$ cat src/rtl/uart_tx_sched_if.sv
`default_nettype none
// ============================================================================
// Module  : uart_tx_sched_if
// Brief   : Requester handshake and UART register bus bundle for uart_tx_sched.
// Revision: 1.0 - initial release
// ============================================================================
interface uart_tx_sched_if;
    logic       req0;
    logic       req1;
    logic [7:0] data0;
    logic [7:0] data1;
    logic       ack0;
    logic       ack1;
    logic       cfg_done;
    logic       busy;
    logic       u_CS;
    logic       u_nRW;
    logic [2:0] u_add;
    logic [7:0] u_data_in;
    logic [7:0] u_data_out;

    modport master (
        output req0, req1, data0, data1, u_data_out,
        input  ack0, ack1, cfg_done, busy, u_CS, u_nRW, u_add, u_data_in
    );

    modport slave (
        input  req0, req1, data0, data1, u_data_out,
        output ack0, ack1, cfg_done, busy, u_CS, u_nRW, u_add, u_data_in
    );
endinterface
`default_nettype wire

$ cat src/rtl/uart_tx_sched.sv
`default_nettype none
// ============================================================================
// Module  : uart_tx_sched
// Brief   : Configures a 16550-style UART, then round-robin schedules single
//           byte transmissions from two requesters, polling LSR.THRE first.
// Revision: 1.0 - initial release
// ============================================================================
module uart_tx_sched #(
    parameter int DIVISOR = 27
) (
    input  logic            clk,
    input  logic            reset,
    uart_tx_sched_if.slave  bus
);

    localparam logic [2:0]  S_CFG    = 3'd0;
    localparam logic [2:0]  S_IDLE   = 3'd1;
    localparam logic [2:0]  S_POLL   = 3'd2;
    localparam logic [2:0]  S_RDWAIT = 3'd3;
    localparam logic [2:0]  S_WRITE  = 3'd4;
    localparam logic [2:0]  S_DONE   = 3'd5;

    localparam logic [15:0] c_div      = 16'(DIVISOR);
    localparam logic [2:0]  c_add_thr  = 3'd0;
    localparam logic [2:0]  c_add_dlm  = 3'd1;
    localparam logic [2:0]  c_add_lcr  = 3'd3;
    localparam logic [2:0]  c_add_lsr  = 3'd5;
    localparam logic [7:0]  c_lcr_dlab = 8'h83;
    localparam logic [7:0]  c_lcr_8n1  = 8'h03;
    localparam logic [3:0]  c_cfg_end  = 4'd8;

    logic [2:0] r_state;
    logic [3:0] r_cfg_step;
    logic       r_last_grant;
    logic       r_idx;
    logic [7:0] r_byte;
    logic       r_cs;
    logic       r_nrw;
    logic [2:0] r_add;
    logic [7:0] r_din;
    logic       r_ack0;
    logic       r_ack1;
    logic       r_cfg_done;
    logic       r_busy;

    logic [2:0] w_cfg_add;
    logic [7:0] w_cfg_data;
    logic       w_any_req;
    logic       w_pick;

    // Even steps of the configuration counter strobe a write, odd steps release it.
    always_comb begin
        w_cfg_add  = c_add_lcr;
        w_cfg_data = c_lcr_8n1;
        case (r_cfg_step[2:1])
            2'd0: begin w_cfg_add = c_add_lcr; w_cfg_data = c_lcr_dlab;  end
            2'd1: begin w_cfg_add = c_add_thr; w_cfg_data = c_div[7:0];  end
            2'd2: begin w_cfg_add = c_add_dlm; w_cfg_data = c_div[15:8]; end
            default: begin w_cfg_add = c_add_lcr; w_cfg_data = c_lcr_8n1; end
        endcase
    end

    assign w_any_req = bus.req0 | bus.req1;
    assign w_pick    = (bus.req0 & bus.req1) ? ~r_last_grant : bus.req1;

    always_ff @(posedge clk) begin
        if (reset) begin
            r_state      <= S_CFG;
            r_cfg_step   <= 4'd0;
            r_last_grant <= 1'b1;
            r_idx        <= 1'b0;
            r_byte       <= 8'h00;
            r_cs         <= 1'b0;
            r_nrw        <= 1'b0;
            r_add        <= 3'd0;
            r_din        <= 8'h00;
            r_ack0       <= 1'b0;
            r_ack1       <= 1'b0;
            r_cfg_done   <= 1'b0;
            r_busy       <= 1'b0;
        end else begin
            r_ack0 <= 1'b0;
            r_ack1 <= 1'b0;
            case (r_state)
                S_CFG: begin
                    if (r_cfg_step == c_cfg_end) begin
                        r_cfg_done <= 1'b1;
                        r_busy     <= 1'b0;
                        r_state    <= S_IDLE;
                    end else begin
                        r_cfg_step <= r_cfg_step + 4'd1;
                        r_busy     <= 1'b1;
                        if (!r_cfg_step[0]) begin
                            r_cs  <= 1'b1;
                            r_nrw <= 1'b1;
                            r_add <= w_cfg_add;
                            r_din <= w_cfg_data;
                        end else begin
                            r_cs  <= 1'b0;
                            r_nrw <= 1'b0;
                        end
                    end
                end
                S_IDLE: begin
                    if (w_any_req) begin
                        r_idx   <= w_pick;
                        r_byte  <= w_pick ? bus.data1 : bus.data0;
                        r_cs    <= 1'b1;
                        r_nrw   <= 1'b0;
                        r_add   <= c_add_lsr;
                        r_busy  <= 1'b1;
                        r_state <= S_POLL;
                    end
                end
                S_POLL: begin
                    r_cs    <= 1'b0;
                    r_state <= S_RDWAIT;
                end
                S_RDWAIT: begin
                    // LSR data is valid now; either write THR or re-issue the LSR read.
                    r_cs <= 1'b1;
                    if (bus.u_data_out[5]) begin
                        r_nrw   <= 1'b1;
                        r_add   <= c_add_thr;
                        r_din   <= r_byte;
                        r_state <= S_WRITE;
                    end else begin
                        r_nrw   <= 1'b0;
                        r_add   <= c_add_lsr;
                        r_state <= S_POLL;
                    end
                end
                S_WRITE: begin
                    r_cs    <= 1'b0;
                    r_nrw   <= 1'b0;
                    r_ack0  <= ~r_idx;
                    r_ack1  <= r_idx;
                    r_state <= S_DONE;
                end
                S_DONE: begin
                    r_last_grant <= r_idx;
                    r_busy       <= 1'b0;
                    r_state      <= S_IDLE;
                end
                default: begin
                    r_cs       <= 1'b0;
                    r_nrw      <= 1'b0;
                    r_cfg_step <= 4'd0;
                    r_cfg_done <= 1'b0;
                    r_busy     <= 1'b1;
                    r_state    <= S_CFG;
                end
            endcase
        end
    end

    assign bus.ack0      = r_ack0;
    assign bus.ack1      = r_ack1;
    assign bus.cfg_done  = r_cfg_done;
    assign bus.busy      = r_busy;
    assign bus.u_CS      = r_cs;
    assign bus.u_nRW     = r_nrw;
    assign bus.u_add     = r_add;
    assign bus.u_data_in = r_din;

endmodule
`default_nettype wire
$ cat src/flat_wrapper.sv
// flat-port wrapper written by rule: the top's interface ports become plain ports
module uart_tx_sched_flat 
#(
    parameter int DIVISOR = 27
)
  (clk, reset, bus_req0, bus_req1, bus_data0, bus_data1, bus_u_data_out, bus_ack0, bus_ack1, bus_cfg_done, bus_busy, bus_u_CS, bus_u_nRW, bus_u_add, bus_u_data_in);
  uart_tx_sched_if bus_i ();
  input  logic clk;
  input  logic reset;
  input wire logic [$bits(bus_i.req0)-1:0] bus_req0;
  input wire logic [$bits(bus_i.req1)-1:0] bus_req1;
  input wire logic [$bits(bus_i.data0)-1:0] bus_data0;
  input wire logic [$bits(bus_i.data1)-1:0] bus_data1;
  input wire logic [$bits(bus_i.u_data_out)-1:0] bus_u_data_out;
  output wire logic [$bits(bus_i.ack0)-1:0] bus_ack0;
  output wire logic [$bits(bus_i.ack1)-1:0] bus_ack1;
  output wire logic [$bits(bus_i.cfg_done)-1:0] bus_cfg_done;
  output wire logic [$bits(bus_i.busy)-1:0] bus_busy;
  output wire logic [$bits(bus_i.u_CS)-1:0] bus_u_CS;
  output wire logic [$bits(bus_i.u_nRW)-1:0] bus_u_nRW;
  output wire logic [$bits(bus_i.u_add)-1:0] bus_u_add;
  output wire logic [$bits(bus_i.u_data_in)-1:0] bus_u_data_in;
  assign bus_i.req0 = bus_req0;
  assign bus_i.req1 = bus_req1;
  assign bus_i.data0 = bus_data0;
  assign bus_i.data1 = bus_data1;
  assign bus_i.u_data_out = bus_u_data_out;
  assign bus_ack0 = bus_i.ack0;
  assign bus_ack1 = bus_i.ack1;
  assign bus_cfg_done = bus_i.cfg_done;
  assign bus_busy = bus_i.busy;
  assign bus_u_CS = bus_i.u_CS;
  assign bus_u_nRW = bus_i.u_nRW;
  assign bus_u_add = bus_i.u_add;
  assign bus_u_data_in = bus_i.u_data_in;
  uart_tx_sched #(.DIVISOR(DIVISOR)) u_core (.clk(clk), .reset(reset), .bus(bus_i));
endmodule
$ cat config.mk
export PLATFORM = sky130hd
export DESIGN_NAME = uart_tx_sched_flat
export DESIGN_NICKNAME = d
export VERILOG_FILES = /design/src/rtl/uart_tx_sched_if.sv /design/src/rtl/uart_tx_sched.sv /design/src/flat_wrapper.sv
export SDC_FILE = /design/constraint.sdc
export NUM_CORES = 1
export LEC_CHECK = 0
export BUFFER_PORTS_ARGS = -buffer_cell sky130_fd_sc_hd__clkbuf_2
export CORE_MARGIN = 1.5
export CORE_UTILIZATION = 30
export CTS_BUF_LIST = sky130_fd_sc_hd__clkbuf_4
export DETAILED_ROUTE_END_ITERATION = 10
export SETUP_SLACK_MARGIN = 0.05
export SLEW_MARGIN = 20
export SYNTH_ARGS = -nofsm -noshare
export SYNTH_HDL_FRONTEND = slang
export SYNTH_SLANG_ARGS = --single-unit
$ cat constraint.sdc
create_clock -name clk -period 3.21 [get_ports clk]
set_input_delay 0.1605 -clock clk [delete_from_list [all_inputs] [get_ports clk]]
set_output_delay 0.1605 -clock clk [all_outputs]
set_load 0.02 [all_outputs]
======== Word level (Yosys, flattened, before mapping) ========
Index checks and enable logic that the tools add are counted.
word-level totals
  register bits ........................... 34
  latch bits .............................. 0
  RAM bits ................................ 0
  ROM bits ................................ 0
  bits of input ports ..................... 28
  output and inout bits ................... 17
  logic and storage cells ................. 83
  memories kept ........................... 0
cells by class
  $add $sub $neg .......................... 1
  multipliers ............................. 0
  divide/modulo/power cells ............... 0
  magnitude comparators ................... 0
  equality and inequality tests ........... 13
  shifts and indexed selects .............. 0
  mux-type cells .......................... 30
  bitwise gates (word level) .............. 9
  reduce and logical (&&, ||, !) cells .... 17
operators by type and width
  operator                                                count
  2-to-1 mux 8 bit                                        4
  case mux 8 bit (3 select lines)                         1
  2-to-1 mux 3 bit                                        7
  case mux 3 bit (6 select lines)                         1
  case mux 8 bit (2 select lines)                         1
  case mux 1 bit (4 select lines)                         3
  AND reduction 2 bit                                     5
  case mux 3 bit (3 select lines)                         1
  2-to-1 mux 1 bit                                        8
  case mux 4 bit (2 select lines)                         1
  AND reduction 4 bit                                     2
  inverter 1 bit                                          7
  == test 3 x 2 -> 1 bit (second input constant)          2
  == test 3 bit (second input constant)                   2
  inequality test 2 bit (second input constant)           3
  AND reduction 3 bit                                     2
  OR reduction 5 bit                                      1
  adder 4 x 1 -> 4 bit (second input constant)            1
  == test 4 bit (second input constant)                   1
  2-to-1 mux 4 bit                                        1
  inequality test 2 x 1 -> 1 bit (second input constant)  2
  case mux 2 bit (2 select lines)                         1
  OR reduction 2 bit                                      2
  == test 3 x 1 -> 1 bit (second input constant)          1
  other kinds (10)                                        10

======== Depth between registers and ports, before layout ========
  depth after elaboration ................. 5
  mapped depth ............................ 7
  gate-level depth less buffers ........... 6

======== Worst setup path after synthesis ========
Ideal clock, no wire load.
  path type ............................... reg2reg
  from .................................... reg u_core.r_cfg_step[0]
  to ...................................... reg u_core.r_cfg_step[3]
  library setup time ...................... 80 ps
  data arrival time ....................... 1425 ps
  data required time ...................... 3130 ps
  setup slack ............................. 1705 ps
  stages on the path, launching flop included .. 8
  path buffers ............................ 1
  period minus slack after synthesis ...... 1505 ps
  cell sequence ........................... dfxtp_1 > inv_1 > ha_1 > nand3b_4 > buf_2 > nand3b_1 > mux2i_1 > nor3b_1
on the way
  cells in the longest elaborated chain, start to end .. 3
  elaborated cells on any way between the ends .. 6
  those cells by class .................... 1 x add/sub; 2 x eq/ne; 2 x mux; 1 x reduce/logical
ends and longest elaborated chain
  what                                                                           RTL line                                  source
  start, declared                                                                uart_tx_sched.sv:33                       logic [3:0] r_cfg_step;
  start signal, assigned                                                         uart_tx_sched.sv:91                       r_cfg_step <= r_cfg_step + 4'd1;
  adder 4 x 1 -> 4 bit / == test 4 bit (equally long branches)                   uart_tx_sched.sv:91, uart_tx_sched.sv:86
  2-to-1 mux 4 bit / inequality test 2 bit (equally long branches)               --
  case mux 4 bit (2 select lines) / AND reduction 2 bit (equally long branches)  --
Parallel ways exist; a longest one is shown, timed or not. The select of a mux whose other input is x is not followed.
A chain may end at the register's enable or synchronous reset.

======== Worst setup path in the final report ========
  from .................................... reg u_core.r_state[1]
  to ...................................... reg u_core.r_din[0], in the netlist u_core.bus.u_data_in[0]
on the way
  cells in the longest elaborated chain, start to end .. 3
  elaborated cells on any way between the ends .. 8
  those cells by class .................... 4 x eq/ne; 1 x mux; 3 x reduce/logical
ends and longest elaborated chain
  what                                                                          RTL line              source
  start, declared                                                               uart_tx_sched.sv:32   logic [2:0] r_state;
  start signal, assigned                                                        uart_tx_sched.sv:68   r_state <= S_CFG;
  start signal, assigned                                                        uart_tx_sched.sv:89   r_state <= S_IDLE;
  start signal, assigned                                                        uart_tx_sched.sv:112  r_state <= S_POLL;
  == test 3 x 2 -> 1 bit / logical NOT 3 bit (equally long branches)            uart_tx_sched.sv:84   case (r_state)
  inequality test 2 bit (no line) / nonzero test 2 bit (equally long branches)  --
  AND reduction 4 bit (no line)                                                 --
  end signal, assigned                                                          uart_tx_sched.sv:97   r_din <= w_cfg_data;
  end signal, assigned                                                          uart_tx_sched.sv:125  r_din <= r_byte;
  end, declared                                                                 uart_tx_sched.sv:40   logic [7:0] r_din;
Parallel ways exist; a longest one is shown, timed or not.

==> flow_metrics.py <==
metrics = {
    "die": {
        "die_height_microns": 79.4,
        "dieArea_sq_um": 6300,
        "initial_core_util": 0.314,
        "coreArea_sq_um": 5570,
        "die_w_microns": 79.4,
        "io_pins": 45,
        "rows": 27,
    },
    "worst_setup_path": {
        "end_kind": "register",
        "setup.worst_path.start_class": "register",
        "required_ps": 3470,
        "crit_type": "register to register",
        "setup.worst_path.start": "u_core.r_state[1]",
        "rr_startpoint": "u_core.r_state[1]",
        "cp_top_family": "flip-flops",
        "cp_max_fo": 16,
        "slowest_stage": "dfxtp_1",
        "cp_num_buf_inv": 0,
        "crit_chain": "and4b_1, a31o_1, o211ai_1, a21oi_1",
        "slowest_delay_ps": 800,
        "arrival_ps": 2340,
    },
    "global_route": {
        "antenna_found_initial": 0,
        "grt_pass1_wl_microns": 5880,
        "grt-ovfl-total": 0,
        "grt_max_degree": 32,
        "grt_pass1_vias": 1224,
        "grt_use_total": 0.121,
    },
    "synth": {
        "syn_nets": 218,
        "ys_ff_latch": 34,
        "syn_avg_cell_area_sq_um": 9.57,
        "netlist_area_sq_um": 1750,
        "async_flop_share": 0,
        "yosysWarnings": 0,
        "ys_seq_area_frac": 0.389,
        "syn-instance-count": 183,
        "synth.distinct_cells": 49,
        "ys.flop_type": "dfxtp_1",
        "synth-edff-count": 0,
    },
    "pwr": {
        "power_density_nw_per_um2": 448,
        "power.share.combinational": 0.141,
        "switching_share": 0.259,
        "clockPowerShare": 0.353,
        "p_leak_uw": 0.000820,
        "ir_drop_uv": 181,
        "seq_power_share": 0.506,
        "p_int_uw": 668,
        "p_sw_uw": 233,
    },
    "routing": {
        "vias": 1391,
        "vias_per_cell": 4.86,
        "drt_wl_total_microns": 3580,
        "drc_errors": 0,
        "drtIter0Drc": 59,
        "ant_nets": 0,
        "post_drt_wl_per_cell_microns": 12.5,
        "dr.pass1.iters": 5,
    },
    "timing": {
        "tightest_slew_ps": 871,
        "final.min_clock_period_ps": 2070,
        "drv_slew": 0,
        "rsz0062_at_grt": "no",
        "fin_skew_ps": 7.83,
        "fmaxAchievable_ghz": 0.482,
        "setup_viol": 0,
        "fin_crit_sh": 0.646,
        "finalSetupTns_ps": 0,
        "finalHoldViolCount": 0,
        "slew-limit-headroom": 0.419,
    },
    "worst_hold_path": {
        "holdCritPathClass": "primary input to register",
        "min-delay-start": "bus_data0[0]",
    },
    "cells_and_area": {
        "nFillCells": 603,
        "area_growth_pct": 14.9,
        "final_common_cell": "clkbuf_2",
        "regArea_sq_um": 681,
        "final_cell_mix": "37 x clkbuf_2, 34 x dfxtp_1, 20 x nor2_1",
        "fin_area_sq_um": 2010,
        "multi_input_area_sq_um": 943,
        "drive_gt1_frac": 0.271,
        "final_util": 0.361,
        "n_antenna_cell": 0,
        "fin_nets": 248,
    },
    "place": {
        "io_buffers": 37,
        "dp_hpwl_microns": 2530,
        "dpl_cell_area_sq_um": 1930,
        "place.gp.congestion": 0.737,
    },
    "clocking": {
        "cts.repair.resized": 0,
        "path_clk_slew_ps": 110,
        "clock-root-buffer": "clkbuf_4",
        "cts.path.max_buffers": 2,
        "numClockSinks": 34,
        "cts_tree": "done",
        "cts-htree-levels": 2,
        "postCtsSetupRepairBufs": 0,
        "holdBufCountCts": 0,
        "clk_latency_ps": 330,
        "cts_buffers": 5,
    },
    "outcome": {
        "status": "complete, no violations",
    },
    "run": {
        "drv_cap": 0,
    },
}
-- routing by layer --
metal  GRT usage  vias up  routed length [microns]
met5           0        -                        0
met2       0.191       32                     1600
met3      0.0343        4                      167
li1            -      729                        -
met4      0.0474        0                       46
met1       0.156      626                     1770
-- through the flow --
step,setup WS (ps),power (uW),hold slack [ps],instances
2_1_floorplan,1710,552,363,183
3_5_place_dp,1120,595,456,278
6_report,1140,901,126,286
3_3_place_gp,1160,593,455,278
4_1_cts,1100,917,118,286
5_1_grt,962,948,133,286
-- path summary, 6_finish.rpt --
| kind | end | slack [ps] | cells past startpoint |
|---|---|---|---|
| worst max-delay path | u_core.bus.u_data_in[0] | 1140 | 4 |
| worst max register to register | u_core.bus.u_data_in[0] | 1140 | 4 |
| worst min register to register | u_core.bus.u_add[2] | 470 | 2 |
| worst min-delay path | u_core.r_byte[0] | 130 | 3 |
-- sequential cells by signal, indices dropped and copies added (netlist names), 3 cells and up --
| name | flops |
|---|---|
| u_core.bus.u_data_in | 8 |
| u_core.r_byte | 8 |
| u_core.r_cfg_step | 4 |
| u_core.bus.u_add | 3 |
| u_core.r_state | 3 |
-- cells in the mapped netlist, types with 3 or more instances --
cell type  number  area [sq um]
buf_6           5          56.3
nor3_1          3          15.0
clkbuf_1        3          11.3
nor2_1         20          75.1
buf_2           5          25.0
mux2i_1        13           130
dfxtp_1        34           681
o211ai_1        3          22.5
inv_1           6          22.5
nand3_1         3          15.0
a22oi_1         3          22.5
a21oi_1        15          75.1
ha_1            7          87.6
nand2_1         7          26.3
o21ai_0         6          30.0
a211oi_1       10          75.1
a211oi_2        4          50.1
-- final cells by class --
type / instances / area share
multi-input combinational: 128 / 0.469
sequential: 34 / 0.338
timing repair buffer: 38 / 0.0958
tap: 72 / 0.0448
clock buffer: 6 / 0.0224
clock inverter: 2 / 0.0187
inverter: 6 / 0.0112
-- power groups by stage --
stage / registers (uW) / logic, uW / clock network [uW]
after floorplan: 480 / 71.2 / 0
after global placement: 466 / 127 / 0
after detailed placement: 465 / 129 / 0
after CTS: 456 / 130 / 331
after global routing: 459 / 142 / 347
final: 456 / 127 / 318
-- cell families after synthesis --
kind of cell	after synthesis	synth area share
AO/OA/AOI/OAI	57	0.244
buffers and inverters	21	0.0722
AND/OR/NAND/NOR	50	0.166
XOR/XNOR	1	0.00500
adder cells (fa/ha/maj)	7	0.0500
multiplexers	13	0.0743
flip-flops	34	0.389
-- worst min-delay path, cell delays in order --
cell	delay [ps]
clkbuf_2	80
mux2i_1	110
a211oi_1	80
Note: power is estimated with default switching activity, not from simulation.
